<file path="src/rtl/bitseq_capture.sv">
// Step-quantised gate recorder: samples gate_in once per step of len cycles and
// packs each DEPTH-step frame into a pattern, first step in the MSB.
module bitseq_capture #(
  parameter int DEPTH = 4,
  localparam int SW = (DEPTH > 2) ? $clog2(DEPTH) : 1
) (
  input  logic             clk,
  input  logic             rst_n,
  input  logic             ena,
  input  logic [23:0]      len,
  input  logic             arm,
  input  logic             cont,
  input  logic             gate_in,
  output logic [DEPTH-1:0] pattern,
  output logic             valid,
  output logic             busy,
  output logic [SW-1:0]    step_idx
);

  typedef enum logic {
    IDLE    = 1'b0,
    CAPTURE = 1'b1
  } state_t;

  state_t           state_r;
  logic [23:0]      counter_r;
  logic             hit_r;
  logic [DEPTH-1:0] shreg_r;

  logic [23:0]      len_m1_s;
  logic             step_bit_s;
  logic             step_end_s;
  logic             last_step_s;

  // Step boundary decode; >= lets a shortened len close the step at once.
  always_comb begin
    len_m1_s    = (len == 24'd0) ? 24'd0 : (len - 24'd1);
    step_bit_s  = hit_r | gate_in;
    step_end_s  = (counter_r >= len_m1_s);
    last_step_s = (step_idx == SW'(DEPTH - 1));
  end

  // Capture FSM with registered pattern/valid/busy/step_idx.
  always_ff @(posedge clk or negedge rst_n) begin
    if (!rst_n) begin
      state_r   <= IDLE;
      counter_r <= 24'd0;
      hit_r     <= 1'b0;
      shreg_r   <= {DEPTH{1'b0}};
      step_idx  <= {SW{1'b0}};
      pattern   <= {DEPTH{1'b0}};
      valid     <= 1'b0;
      busy      <= 1'b0;
    end else begin
      valid <= 1'b0;
      if (ena) begin
        case (state_r)
          IDLE: begin
            counter_r <= 24'd0;
            hit_r     <= 1'b0;
            step_idx  <= {SW{1'b0}};
            if (arm) begin
              state_r <= CAPTURE;
              busy    <= 1'b1;
              shreg_r <= {DEPTH{1'b0}};
            end else begin
              state_r <= IDLE;
              busy    <= 1'b0;
            end
          end
          CAPTURE: begin
            if (arm) begin
              // Restart wins over any boundary in the same cycle.
              counter_r <= 24'd0;
              hit_r     <= 1'b0;
              step_idx  <= {SW{1'b0}};
              shreg_r   <= {DEPTH{1'b0}};
              busy      <= 1'b1;
            end else if (step_end_s) begin
              counter_r <= 24'd0;
              hit_r     <= 1'b0;
              if (last_step_s) begin
                pattern  <= {shreg_r[DEPTH-2:0], step_bit_s};
                valid    <= 1'b1;
                step_idx <= {SW{1'b0}};
                shreg_r  <= {DEPTH{1'b0}};
                if (cont) begin
                  state_r <= CAPTURE;
                  busy    <= 1'b1;
                end else begin
                  state_r <= IDLE;
                  busy    <= 1'b0;
                end
              end else begin
                shreg_r  <= {shreg_r[DEPTH-2:0], step_bit_s};
                step_idx <= step_idx + SW'(1'b1);
              end
            end else begin
              counter_r <= counter_r + 24'd1;
              hit_r     <= step_bit_s;
            end
          end
          default: begin
            state_r   <= IDLE;
            busy      <= 1'b0;
            counter_r <= 24'd0;
            hit_r     <= 1'b0;
            step_idx  <= {SW{1'b0}};
            shreg_r   <= {DEPTH{1'b0}};
          end
        endcase
      end else begin
        state_r <= state_r;
      end
    end
  end

endmodule

</file>
<file path="config.mk">
export PLATFORM = sky130hd
export DESIGN_NAME = bitseq_capture
export DESIGN_NICKNAME = d
export VERILOG_FILES = /design/src/rtl/bitseq_capture.sv
export SDC_FILE = /design/constraint.sdc
export NUM_CORES = 1
export LEC_CHECK = 0
export ABC_AREA = 1
export BUFFER_PORTS_ARGS = -buffer_cell sky130_fd_sc_hd__buf_4
export CAP_MARGIN = 0
export CORE_AREA = 2 2 81 83
export CTS_CLUSTER_SIZE = 28
export DETAILED_ROUTE_END_ITERATION = 12
export DIE_AREA = 0 0 83 85
export MAX_ROUTING_LAYER = met4
export PLACE_DENSITY = 0.73
export SYNTH_ARGS = -nofsm -noshare
export SYNTH_HDL_FRONTEND = slang
export SYNTH_SLANG_ARGS = --single-unit
</file>
<file path="constraint.sdc">
create_clock -name clk -period 2.4 [get_ports clk]
set_input_delay 0.36 -clock clk [delete_from_list [all_inputs] [get_ports clk]]
set_output_delay 0.36 -clock clk [all_outputs]
set_load 0.05 [all_outputs]
</file>
[Word-level counts from Yosys, hierarchy flattened]
Index checks and enable logic that the tools add are counted.
Word-level totals
  bits in read-only memories: 0
  memories: 0
  word-level logic and storage cells: 55
  output and inout port bits: 8
  latch bits: 0
  bits in writable memories: 0
  register bits after elaboration: 37
  input bits: 30
Cells by class
  multipliers: 0
  reduce and logical (&&, ||, !) cells: 5
  shift-type cells: 0
  eq/ne operators: 4
  add/sub/neg operators: 3
  muxes and demuxes: 31
  order comparisons: 1
  divide/modulo/power cells: 0
  bitwise logic cells: 3
Operator list (number)
  24-bit two-way mux: 3
  24-bit case mux with 2 select lines: 1
  24-bit by 1-bit adder with 24-bit output, second input constant: 1
  24-bit >= comparator: 1
  24-bit zero test: 1
  24-bit by 1-bit subtractor with 24-bit output, second input constant: 1
  1-bit two-way mux: 15
  3-bit two-way mux: 4
  2-bit two-way mux: 3
  3-bit by 2-bit inequality test with 1-bit output, second input constant: 2
  1-bit case mux with 2 select lines: 3
  3-bit case mux with 2 select lines: 1
  3-bit AND reduction: 2
  5-bit AND reduction: 1
  2-bit case mux with 2 select lines: 1
  2-bit by 1-bit adder with 2-bit output, second input constant: 1
  2-bit equality test, second input constant: 1
  2-bit inequality test, second input constant: 1
  1-bit NOT: 2
  2-bit AND reduction: 1
  1-bit bitwise OR: 1

[Longest topological paths before layout]
  depth after elaboration: 7
  mapped depth: 23
  mapped depth without buffers: 23

[Worst setup path before layout]
OpenSTA, ideal clock, no wires.
  path type: input port to flip-flop
  start: input len[0]
  end: register counter_r[15]
  setup time: 0.121 ns
  cell stages on the path: 20
  slack: -0.335 ns
  data arrival time: 2.614 ns
  required time: 2.279 ns
  buffers on the path: 1
  cells stage by stage: inv_1 > ha_1 > inv_1 > nor2_2 > inv_1 > nor2_4 > nand2_1 > o21ai_0 > nand3_1 > ha_1 > nand2_1 > nor2_1 > nand3_1 > nor2_1 > nand2_1 > nand3_4 > nand2_8 > inv_8 > buf_12 > nor2_2
Between the ends
  cells in the longest elaborated chain, start to end: 6
  elaborated cells between the ends (all ways): 7
  those cells by class: add/sub (1); order compare (1); mux (4); reduce/logical (1)
RTL lines
  from (decl): RTL line 10  | input logic [23:0] len,
  24-bit by 1-bit subtractor with 24-bit output or 24-bit zero test (tied branches): RTL line 37  | len_m1_s = (len == 24'd0) ? 24'd0 : (len - 24'd1);
  24-bit two-way mux (*): RTL line 37
  24-bit >= comparator (*): RTL line 39  | step_end_s = (counter_r >= len_m1_s);
  24-bit two-way mux (*): RTL line 79  | end else if (step_end_s) begin
  24-bit two-way mux (*): RTL line 72  | if (arm) begin
  24-bit case mux with 2 select lines (*): RTL line 57  | case (state_r)
  to (signal assigned): RTL line 99  | counter_r <= counter_r + 24'd1;
  to (decl): RTL line 26  | logic [23:0] counter_r;
Mark *: on every way between the ends. The rest lies on a longest branch, timed or not.
A chain may end at the register's enable or synchronous reset.

[Worst setup path in the final report]
  start: input len[5]
  end: register counter_r[7]
The elaborated chain is that of the path after synthesis.

==> impl_metrics.json <==
{
  "ios": 38,
  "clk_latency_ns": 0.30,
  "clock.fmax_ghz": 0.371,
  "crit_chain": "buf_6, buf_6, nor2_1, inv_1, nor2_4, inv_2, nor2_4, inv_2, o31ai_1, nand3_1, ha_1, nand2_1, nand2_1, nand2_1, nand2_1, nand2_1, nand2_2, a21oi_4, nand3_4, nand2_8, nand2_2, nor2_2",
  "final_common_cell": "nand2_1",
  "path_clk_slew_ns": 0.08,
  "yosysWarningCount": 0,
  "setup-violations-final": 37,
  "worstPathMaxFanout": 7,
  "maxSlewViolCount": 0,
  "gp_congestion": 0.875,
  "pre_cts_ws_ns": -0.533,
  "netlist-cell-type-count": 36,
  "cts_root_buf": "clkbuf_8",
  "status": "complete, but fails checks",
  "cts_max_path_buffers": 2,
  "startpoint_type": "input pin",
  "ys_ff_latch": 37,
  "setup_ws_ns": -0.296,
  "fin_tns_setup_ns": -9.03,
  "max_cap_violations": 0,
  "min_path_type": "input pin to asynchronous set/reset pin",
  "dieHeight_um": 85,
  "crit_top_cell": "nand2_1",
  "cts_tree": "done",
  "place_inst": 637,
  "grt_pass1_vias": 3443,
  "multi_input_area_mm2": 0.00250,
  "grt_usage_pct": 27.0,
  "fin_nets": 656,
  "synth-seq-area-share_pct": 28.4,
  "h-tree-depth": 2,
  "grt_overflow": 0,
  "dp_hpwl_mm": 6.11,
  "areaGrowthSynthToFinish_pct": 48.1,
  "firstDrtPassIters": 5,
  "die_w_um": 83,
  "tightest_slew_ns": 0.483,
  "crit_type": "input pin to flip-flop",
  "violations": "setup timing",
  "num_vias": 3618,
  "syn_area_mm2": 0.00326,
  "seq_area_um2": 926,
  "core_area_mm2": 0.00620,
  "crit_slowest_cell": "ha_1",
  "routed_wl_mm": 10.0,
  "ir_drop_uv": 394,
  "relSlewSlack_pct": 67.8,
  "grt_first_pass_wirelength_mm": 15.2,
  "finalHoldViolations": 0,
  "fillCellCount": 410,
  "antenna_found_initial": 0,
  "final_cell_mix": "nand2_1, buf_4, inv_1",
  "cts_hold_buf": 0,
  "vias_per_cell": 5.35,
  "rows": 29,
  "crit_path_max_incr_delay_ns": 0.33,
  "finClkSkew_ns": 0.00930,
  "drive_above_1_share_pct": 40.7,
  "arrival_ns": 2.94,
  "crit_path_end_kind": "flip-flop",
  "grt_start_max_net_pins": 38,
  "start_util_pct": 52.6,
  "syn_avg_cell_area_um2": 6.82,
  "fin_crit_sh_pct": 112,
  "layout.cells.non_filler": 676,
  "hold_ws_ns": 0.0188,
  "power_density_mw_per_mm2": 351,
  "die_area_mm2": 0.00706,
  "clock-sinks": 37,
  "synth_fp_nets": 536,
  "numCtsBuffers": 5,
  "synth_cells": 478,
  "antennaDiodeCount": 0,
  "wl_per_cell_um": 14.9,
  "critical-path-top-delay-family": "simple AND/OR/NAND/NOR gates",
  "p_leak_uw": 0.00241,
  "ant_nets": 0,
  "io_buffers": 37,
  "rsz0062_at_grt": "yes",
  "required_ns": 2.64,
  "drc_errors": 0,
  "finalCriticalPeriod_ns": 2.70,
  "drtIter0Drc": 177,
  "cp.buffers_inverters": 5
}
layout make-up:
| class | instances | area share (%) |
|---|---|---|
| multi-input combinational | 373 | 51.8 |
| inverter | 67 | 5.91 |
| clock inverter | 3 | 0.959 |
| sequential | 37 | 19.2 |
| tap | 77 | 1.99 |
| clock buffer | 5 | 1.42 |
| timing repair inverter | 2 | 0.570 |
| timing repair buffer | 112 | 18.2 |
cells by family after synthesis:
family                     count (synthesis)  share of synthesized area, %
and+or+nand+nor                          291                          40.8
buffers and inverters                     71                          9.05
DFF                                       37                          28.4
AOI/OAI and AO/OA                         33                          6.21
adders and majority gates                 28                          10.7
xor gates and xnor gates                  18                          4.83
registers in the layout, indices dropped and copies added (netlist names):
signal and cells:
valid 1, busy 1, counter_r 24, state_r 1, step_idx 2, shreg_r 3, pattern 4, hit_r 1
power by group:
group	switching, µW	internal, µW	total (µW)
registers	25.8	649	674
logic	267	196	464
clock network	246	311	557
total	539	1160	1690
synth_stat cells (all sizes together):
cell	count	area [µm²]
nand2	125	485
nor2	88	385
inv	67	259
nand3	43	238
dfrtp	37	926
ha	28	350
nor3	12	70.1
a21oi	11	66.3
nand4	11	75.1
o21ai	11	55.1
xor2	11	96.3
or2	7	43.8
xnor2	7	61.3
a21o	4	30.0
buf	4	36.3
nor4	3	18.8
o21bai	3	22.5
o211ai	2	15.0
a31oi	1	6.26
and3	1	6.26
nand3b	1	7.51
o31ai	1	7.51
final timing paths:
| check | start | to | slack, ns | cells after the start |
|---|---|---|---|---|
| setup / recovery | len[5] | counter_r[7]$_DFFE_PN0P_ | -0.30 | 22 |
| max in group asynchronous | rst_n | step_idx[0]$_DFFE_PN0P_ | 2.05 | 1 |
| hold / removal | rst_n | counter_r[6]$_DFFE_PN0P_ | 0.02 | 1 |
| hold reg to reg | shreg_r[2]$_DFFE_PN0P_ | shreg_r[2]$_DFFE_PN0P_ | 0.48 | 2 |
| setup reg to reg | counter_r[15]$_DFFE_PN0P_ | counter_r[7]$_DFFE_PN0P_ | 0.32 | 9 |
| min in group clk | cont | state_r$_DFFE_PN0P_ | 0.32 | 3 |
through the flow:
stage	total power (µW)	instance area, µm²	utilization, %
after detailed placement	1050	4040	65.1
final	1690	4830	77.8
after global routing	1780	4830	77.8
after floorplan	882	3330	-
after global placement	1040	4040	65.1
after CTS	1650	4520	72.9
what timing repair did:
action / CTS / global route
gates cloned: 5 / 0
setup buffers: 14 / 12
endpoints found under the setup margin: 36 / 37
gates resized for setup: 57 / 61
pin swaps: 12 / 29
routing by layer:
metal	wire length (µm)	vias up	track usage, %
met1	4090	1694	31.3
li1	-	1771	-
met4	252	0	9.24
met2	5210	125	48.5
met3	491	28	3.11
met5	0	-	-
Power figures use the tool's default switching activity.
